## src/rtl/lifo_pkg.sv

```systemverilog
// Shared defaults and the per-cycle operation encoding for the LIFO stack core.
package lifo_pkg;
  localparam int LIFO_DATA_W = 8;
  localparam int LIFO_DEPTH  = 16;
  localparam int LIFO_PTR_W  = 10;

  // Encoding is {re, we}, so the decode is a plain bit concatenation.
  typedef enum logic [1:0] {
    OP_IDLE = 2'b00,
    OP_PUSH = 2'b01,
    OP_POP  = 2'b10,
    OP_SWAP = 2'b11
  } lifo_op_e;
endpackage

```

## src/rtl/lifo_stack_core_if.sv

```systemverilog
// Request/response bundle between a LIFO user (master) and lifo_stack_core (slave).
interface lifo_stack_core_if import lifo_pkg::*; #(
  parameter int DATA_W = LIFO_DATA_W,
  parameter int PTR_W  = LIFO_PTR_W
);
  logic              wr;
  logic              rd;
  logic [DATA_W-1:0] din;
  logic [DATA_W-1:0] dout;
  logic              dout_valid;
  logic              lifo_empty;
  logic              lifo_full;
  logic [PTR_W-1:0]  pointer;
  logic [DATA_W-1:0] top_data;
  logic              top_valid;

  modport master (
    output wr, rd, din,
    input  dout, dout_valid, lifo_empty, lifo_full, pointer, top_data, top_valid
  );

  modport slave (
    input  wr, rd, din,
    output dout, dout_valid, lifo_empty, lifo_full, pointer, top_data, top_valid
  );
endinterface

```

## src/rtl/lifo_stack_core_ram.sv

```systemverilog
// Stack storage: one synchronous write port, one asynchronous read port, no reset.
module lifo_ram #(
  parameter int DATA_W = 8,
  parameter int DEPTH  = 16,
  parameter int AW     = $clog2(DEPTH)
)(
  input  logic              clk,
  input  logic              we,
  input  logic [AW-1:0]     waddr,
  input  logic [DATA_W-1:0] wdata,
  input  logic [AW-1:0]     raddr,
  output logic [DATA_W-1:0] rdata
);
  logic [DATA_W-1:0] mem [DEPTH];

  always_ff @(posedge clk) begin
    if (we) mem[waddr] <= wdata;
  end

  assign rdata = mem[raddr];
endmodule

```

## src/rtl/lifo_stack_core.sv

```systemverilog
// LIFO stack core: op decode, occupancy pointer, registered flags and pop data.
// Define LIFO_PEEK_EN to build the registered top-of-stack peek output.
module lifo_stack_core import lifo_pkg::*; #(
  parameter int DATA_W = LIFO_DATA_W,
  parameter int DEPTH  = LIFO_DEPTH,
  parameter int PTR_W  = LIFO_PTR_W
)(
  input  logic             clk,
  input  logic             rst_n,
  lifo_stack_core_if.slave bus
);
  localparam int AW = $clog2(DEPTH);
  localparam int CW = AW + 1;

  logic [CW-1:0]     cnt, cnt_nxt;
  logic              empty_q, full_q, dv_q;
  logic [DATA_W-1:0] dout_q, rdata, pop_data;
  logic              we, re, ram_we;
  logic [AW-1:0]     waddr, raddr, top_addr;
  lifo_op_e          op;

  assign we = bus.wr & ~full_q;
  assign re = bus.rd & ~empty_q;
  assign op = lifo_op_e'({re, we});

  always_comb begin
    cnt_nxt = cnt;
    case (op)
      OP_PUSH: cnt_nxt = cnt + CW'(1);
      OP_POP:  cnt_nxt = cnt - CW'(1);
      default: cnt_nxt = cnt;
    endcase
  end

  // Low-bit arithmetic wraps DEPTH to DEPTH-1 correctly when full.
  assign top_addr = cnt[AW-1:0] - AW'(1);
  assign waddr    = (op == OP_SWAP) ? top_addr : cnt[AW-1:0];
  assign ram_we   = rst_n & we;

  lifo_ram #(.DATA_W(DATA_W), .DEPTH(DEPTH), .AW(AW)) u_ram (
    .clk   (clk),
    .we    (ram_we),
    .waddr (waddr),
    .wdata (bus.din),
    .raddr (raddr),
    .rdata (rdata)
  );

`ifdef LIFO_PEEK_EN
  logic [DATA_W-1:0] top_q;
  logic              topv_q;

  // The read port pre-fetches the post-op top; pops are served from top_q.
  assign raddr    = cnt_nxt[AW-1:0] - AW'(1);
  assign pop_data = top_q;

  always_ff @(posedge clk) begin
    if (!rst_n) begin
      top_q  <= '0;
      topv_q <= 1'b0;
    end else begin
      topv_q <= (cnt_nxt != '0);
      if (we)      top_q <= bus.din;
      else if (re) top_q <= rdata;
    end
  end

  assign bus.top_data  = top_q;
  assign bus.top_valid = topv_q;
`else
  assign raddr         = top_addr;
  assign pop_data      = rdata;
  assign bus.top_data  = '0;
  assign bus.top_valid = 1'b0;
`endif

  always_ff @(posedge clk) begin
    if (!rst_n) begin
      cnt     <= '0;
      empty_q <= 1'b1;
      full_q  <= 1'b0;
      dout_q  <= '0;
      dv_q    <= 1'b0;
    end else begin
      cnt     <= cnt_nxt;
      empty_q <= (cnt_nxt == '0);
      full_q  <= (cnt_nxt == CW'(DEPTH));
      dv_q    <= re;
      if (re) dout_q <= pop_data;
    end
  end

  assign bus.pointer    = PTR_W'(cnt);
  assign bus.lifo_empty = empty_q;
  assign bus.lifo_full  = full_q;
  assign bus.dout       = dout_q;
  assign bus.dout_valid = dv_q;
endmodule

```

## src/flat_wrapper.sv

```systemverilog
// flat-port wrapper written by rule: the top's interface ports become plain ports
module lifo_stack_core_flat import lifo_pkg::*;
#(
  parameter int DATA_W = LIFO_DATA_W,
  parameter int DEPTH  = LIFO_DEPTH,
  parameter int PTR_W  = LIFO_PTR_W
)
  (clk, rst_n, bus_wr, bus_rd, bus_din, bus_dout, bus_dout_valid, bus_lifo_empty, bus_lifo_full, bus_pointer, bus_top_data, bus_top_valid);
  lifo_stack_core_if #(.DATA_W(DATA_W), .PTR_W(PTR_W)) bus_i ();
  input  logic clk;
  input  logic rst_n;
  input wire logic [$bits(bus_i.wr)-1:0] bus_wr;
  input wire logic [$bits(bus_i.rd)-1:0] bus_rd;
  input wire logic [$bits(bus_i.din)-1:0] bus_din;
  output wire logic [$bits(bus_i.dout)-1:0] bus_dout;
  output wire logic [$bits(bus_i.dout_valid)-1:0] bus_dout_valid;
  output wire logic [$bits(bus_i.lifo_empty)-1:0] bus_lifo_empty;
  output wire logic [$bits(bus_i.lifo_full)-1:0] bus_lifo_full;
  output wire logic [$bits(bus_i.pointer)-1:0] bus_pointer;
  output wire logic [$bits(bus_i.top_data)-1:0] bus_top_data;
  output wire logic [$bits(bus_i.top_valid)-1:0] bus_top_valid;
  assign bus_i.wr = bus_wr;
  assign bus_i.rd = bus_rd;
  assign bus_i.din = bus_din;
  assign bus_dout = bus_i.dout;
  assign bus_dout_valid = bus_i.dout_valid;
  assign bus_lifo_empty = bus_i.lifo_empty;
  assign bus_lifo_full = bus_i.lifo_full;
  assign bus_pointer = bus_i.pointer;
  assign bus_top_data = bus_i.top_data;
  assign bus_top_valid = bus_i.top_valid;
  lifo_stack_core #(.DATA_W(DATA_W), .DEPTH(DEPTH), .PTR_W(PTR_W)) u_core (.clk(clk), .rst_n(rst_n), .bus(bus_i));
endmodule
```

## config.mk

```make
export PLATFORM = sky130hd
export DESIGN_NAME = lifo_stack_core_flat
export DESIGN_NICKNAME = d
export VERILOG_FILES = /design/src/rtl/lifo_pkg.sv /design/src/rtl/lifo_stack_core_if.sv /design/src/rtl/lifo_stack_core_ram.sv /design/src/rtl/lifo_stack_core.sv /design/src/flat_wrapper.sv
export SDC_FILE = /design/constraint.sdc
export NUM_CORES = 1
export LEC_CHECK = 0
export ABC_AREA = 1
export BUFFER_PORTS_ARGS = -buffer_cell sky130_fd_sc_hd__clkbuf_2
export CAP_MARGIN = 20
export CORE_MARGIN = 3
export CORE_UTILIZATION = 35
export CTS_BUF_LIST = sky130_fd_sc_hd__clkbuf_8
export DETAILED_ROUTE_END_ITERATION = 10
export GPL_TIMING_DRIVEN = 0
export SYNTH_ARGS = -nofsm -noshare
export SYNTH_HDL_FRONTEND = slang
export SYNTH_HIERARCHICAL = 1
export SYNTH_SLANG_ARGS = --single-unit
```

## constraint.sdc

```tcl
create_clock -name clk -period 4.12 [get_ports clk]
set_clock_uncertainty 0.15 [all_clocks]
set_input_delay 0 -clock clk [delete_from_list [all_inputs] [get_ports clk]]
set_output_delay 0 -clock clk [all_outputs]
set_load 0.02 [all_outputs]
```

==> qor.yml <==
outcome:
  outcome: "finished, final reports clean"
cts:
  root_buffer: "clkbuf_8"
  tritoncts_buffer_count: 17
  post_cts.repair.setup_buffers: 0
  max-clock-path-buffers: 2
  clock_latency_ps: 450
  tritoncts: "done"
  depth_of_the_cts_h_tree: 4
  cts.sink_count: 144
  clkTransAtPathRegs_ps: 70
worst_setup_path:
  critical-path-max-stage-delay_ps: 710
  crit_chain: "nor2_1 > ha_1 > nand2_1 > o21ai_0 > nand3_1 > nor2_1"
  critical_path.startpoint_type: "flop"
  worst_path_max_delay_cell: "nor2_1"
  crit_required_ps: 4040
  timing.reg2reg.setup_slack_ps: 1090
  timing.critical_path.fanout_max: 12
  timing.critical_path.mode_cell: "nor2_1"
  worst_setup_path_end_kind: "flop"
  worst-endpoint-arrival_ps: 2950
  path_class: "reg -> reg"
route:
  route.antenna.remaining_nets: 0
  drt_pre_antenna_iters: 5
  vias_per_cell: 4.67
  dr.first_iter.drc_count: 519
  post-route-drc-count: 0
  postRouteWirelength_mm: 15.8
  via_count: 4650
  detail_route.wl_per_cell_um: 15.8
finish:
  final_layout_size_suffix_gt1_share_pct: 14.1
  num-nets-final: 770
  fin_cells: 995
  diodes: 0
  final_core_utilization_pct: 41.7
  syn2layout_area_growth_pct: 15.2
global_routing:
  global_route_usage_over_all_layers_pct: 16.3
  antenna_violations_before_repair: 0
  grt-ovfl-total: 0
  maximum_number_of_pins_on_one_net_before_global_route_repair: 17
  grt_pass1_wl_mm: 24.6
  first_global_vias: 4426
place:
  dp_worst_setup_slack_ps: 1130
  port_buffers: 26
  instance_count_after_placement_with_tap_cells_included: 953
  globalplace.congestion: 0.915
  dpl.hpwl_mm: 10.6
floorplanning:
  initial_utilization_pct: 36.2
  die_area_um2: 20500
  rows: 49
  design.portCount: 42
  fp.coreArea_um2: 18200
  die_height_um: 143
  die-width_um: 143
sta:
  final-hold-violation-count: 0
  drv_slew: 0
  tns_ps: 0
  setup-violations-final: 0
  post-route-min-period_ps: 3030
  timing.final.crit_share_pct: 73.6
  slew_headroom_pct: 41.5
  worst_slack_ps: 1090
  rsz0062_at_grt: "no"
  max_slew.worst_pin.slew_ps: 874
  max_freq_mhz: 330
pwr:
  p_leak_nw: 3.39
  cell_internal_pwr_w: 0.00286
  pwr-share-comb_pct: 35.4
  power_density_nw_per_um2: 597
  p_sw_w: 0.00168
  seq_power_share_pct: 37.5
  vdd.ir_drop.worst_v: 0.000319
  p_sw_share_pct: 37.0
  p_clk_share_pct: 27.1
yosys:
  instance_count_of_the_mapped_netlist: 685
  synth_largest_type_area_fraction_pct: 58.3
  synth.cell_area_um2: 6600
  yosysUniqueCellTypes: 25
  synth_area_leaders: "edfxtp_1 (58%), nand2_1 (11%), nand3_1 (8.0%)"
  synthesis.yosys.warnings: 6
  yosys_register_bits: 144
  syn_area_per_cell_um2: 9.63
  seq_area_frac_synth_pct: 63.1
  synth.largest_area_cell: "edfxtp_1"
min_path:
  worstHoldPathType: "in -> reg"
flow_run:
  cap_viol_max_count: 0
==> worst max-delay path, delay by kind of cell (launching register included) <==
family                   cells  cell delay, ps
AND/OR/NAND/NOR              4            1600
flip-flops                   1             310
AO/OA/AOI/OAI                1             170
adder cells (fa/ha/maj)      1             410
==> registers in the layout, summed over array words and instances, names as in the netlist <==
| register | cells |
|---|---|
| u_core/bus.dout | 8 |
| u_core/bus.dout_valid | 1 |
| u_core/bus.lifo_empty | 1 |
| u_core/bus.lifo_full | 1 |
| u_core/cnt | 5 |
| u_core/u_ram/mem | 128 |
==> what timing repair did <==
action	in CTS	in global routing
hold endpoints to repair	144	0
hold buffers	10	0
gates resized for setup	0	0
==> power groups by stage <==
| stage | Combinational (W) | Clock (W) | Sequential [W] |
|---|---|---|---|
| 2_1_floorplan | 0.00102 | 0 | 0.00177 |
| 3_3_place_gp | 0.00157 | 0 | 0.00173 |
| 3_5_place_dp | 0.00158 | 0 | 0.00173 |
| 4_1_cts | 0.00159 | 0.00125 | 0.00170 |
| 5_1_grt | 0.00177 | 0.00131 | 0.00171 |
| 6_report | 0.00161 | 0.00123 | 0.00170 |
==> path summary, 6_finish.rpt <==
path | start | to | depth (start not counted)
hold reg to reg | u_core/bus.dout[7] | u_core/bus.dout[7] | 2
setup reg to reg | u_core/bus.lifo_empty | u_core/u_ram/mem[15][0] | 6
hold / removal | bus_wr | u_core/cnt[2] | 6
setup / recovery | u_core/bus.lifo_empty | u_core/u_ram/mem[15][0] | 6
==> routing by layer <==
| layer | global-route usage [%] | wire length, um | vias to the layer above |
|---|---|---|---|
| met5 | 0 | 0 | - |
| li1 | - | - | 2296 |
| met2 | 25.7 | 7560 | 126 |
| met3 | 3.85 | 777 | 18 |
| met4 | 4.81 | 218 | 0 |
| met1 | 22.5 | 7210 | 2210 |
==> synthesized netlist by cell type <==
| cell | instances |
|---|---|
| edfxtp_1 | 128 |
| buf_2 | 13 |
| nand3_1 | 105 |
| inv_1 | 113 |
| nor2_4 | 1 |
| xor2_1 | 3 |
| ha_1 | 5 |
| inv_2 | 8 |
| nand2_2 | 3 |
| nor2_2 | 2 |
| nand4_1 | 2 |
| nor2_1 | 42 |
| nand2_1 | 195 |
| conb_1 | 1 |
| buf_1 | 1 |
| o21bai_2 | 1 |
| o21ai_1 | 4 |
| nand3b_1 | 2 |
| buf_4 | 19 |
| xnor2_1 | 1 |
| dfxtp_1 | 16 |
| a21oi_1 | 2 |
| buf_6 | 6 |
| o21ai_0 | 10 |
| nand3_2 | 2 |
==> metrics by stage <==
step	area, um2	hold WS (ps)	power (W)
6_report	7590	155	0.00454
5_1_grt	7590	162	0.00479
4_1_cts	7590	128	0.00454
3_5_place_dp	7060	140	0.00331
3_3_place_gp	7060	140	0.00330
2_1_floorplan	6640	-51.1	0.00278
==> area by class of cell <==
cell class / instances / area, um2
clock inverter: 15 / 200
tap: 229 / 287
buffer: 39 / 279
sequential: 144 / 4160
inverter: 121 / 454
multi-input combinational: 394 / 1750
clock buffer: 17 / 234
timing repair buffer: 36 / 230
fill: 1744 / 10600
==> logic make-up (layout without fill, tap and decap cells) <==
| logic type | after synthesis | count (layout) | share of synthesized area [%] |
|---|---|---|---|
| XOR/XNOR | 4 | 4 | 0.531 |
| AND/OR/NAND/NOR | 354 | 354 | 22.8 |
| AO/OA/AOI/OAI | 17 | 17 | 1.38 |
| buffers and inverters | 160 | 228 | 11.1 |
| adder cells (fa/ha/maj) | 5 | 5 | 0.949 |
| other | 1 | 14 | 0.0569 |
| flip-flops | 144 | 144 | 63.1 |
==> cells in the final DEF, fill, tap and decap left out, drive strengths merged <==
master | Yosys | routed
inv | 121 | 123
nor2 | 45 | 45
nand3 | 107 | 107
clkbuf | 0 | 43
conb | 1 | 14
xor2 | 3 | 3
buf | 39 | 39
clkinvlp | 0 | 1
nand3b | 2 | 2
bufinv | 0 | 5
ha | 5 | 5
edfxtp | 128 | 128
a21oi | 2 | 2
nand2 | 198 | 198
nand4 | 2 | 2
o21ai | 14 | 14
xnor2 | 1 | 1
dlygate4sd3 | 0 | 10
clkinv | 0 | 7
o21bai | 1 | 1
dfxtp | 16 | 16
Note: power is estimated with default switching activity, not from simulation.
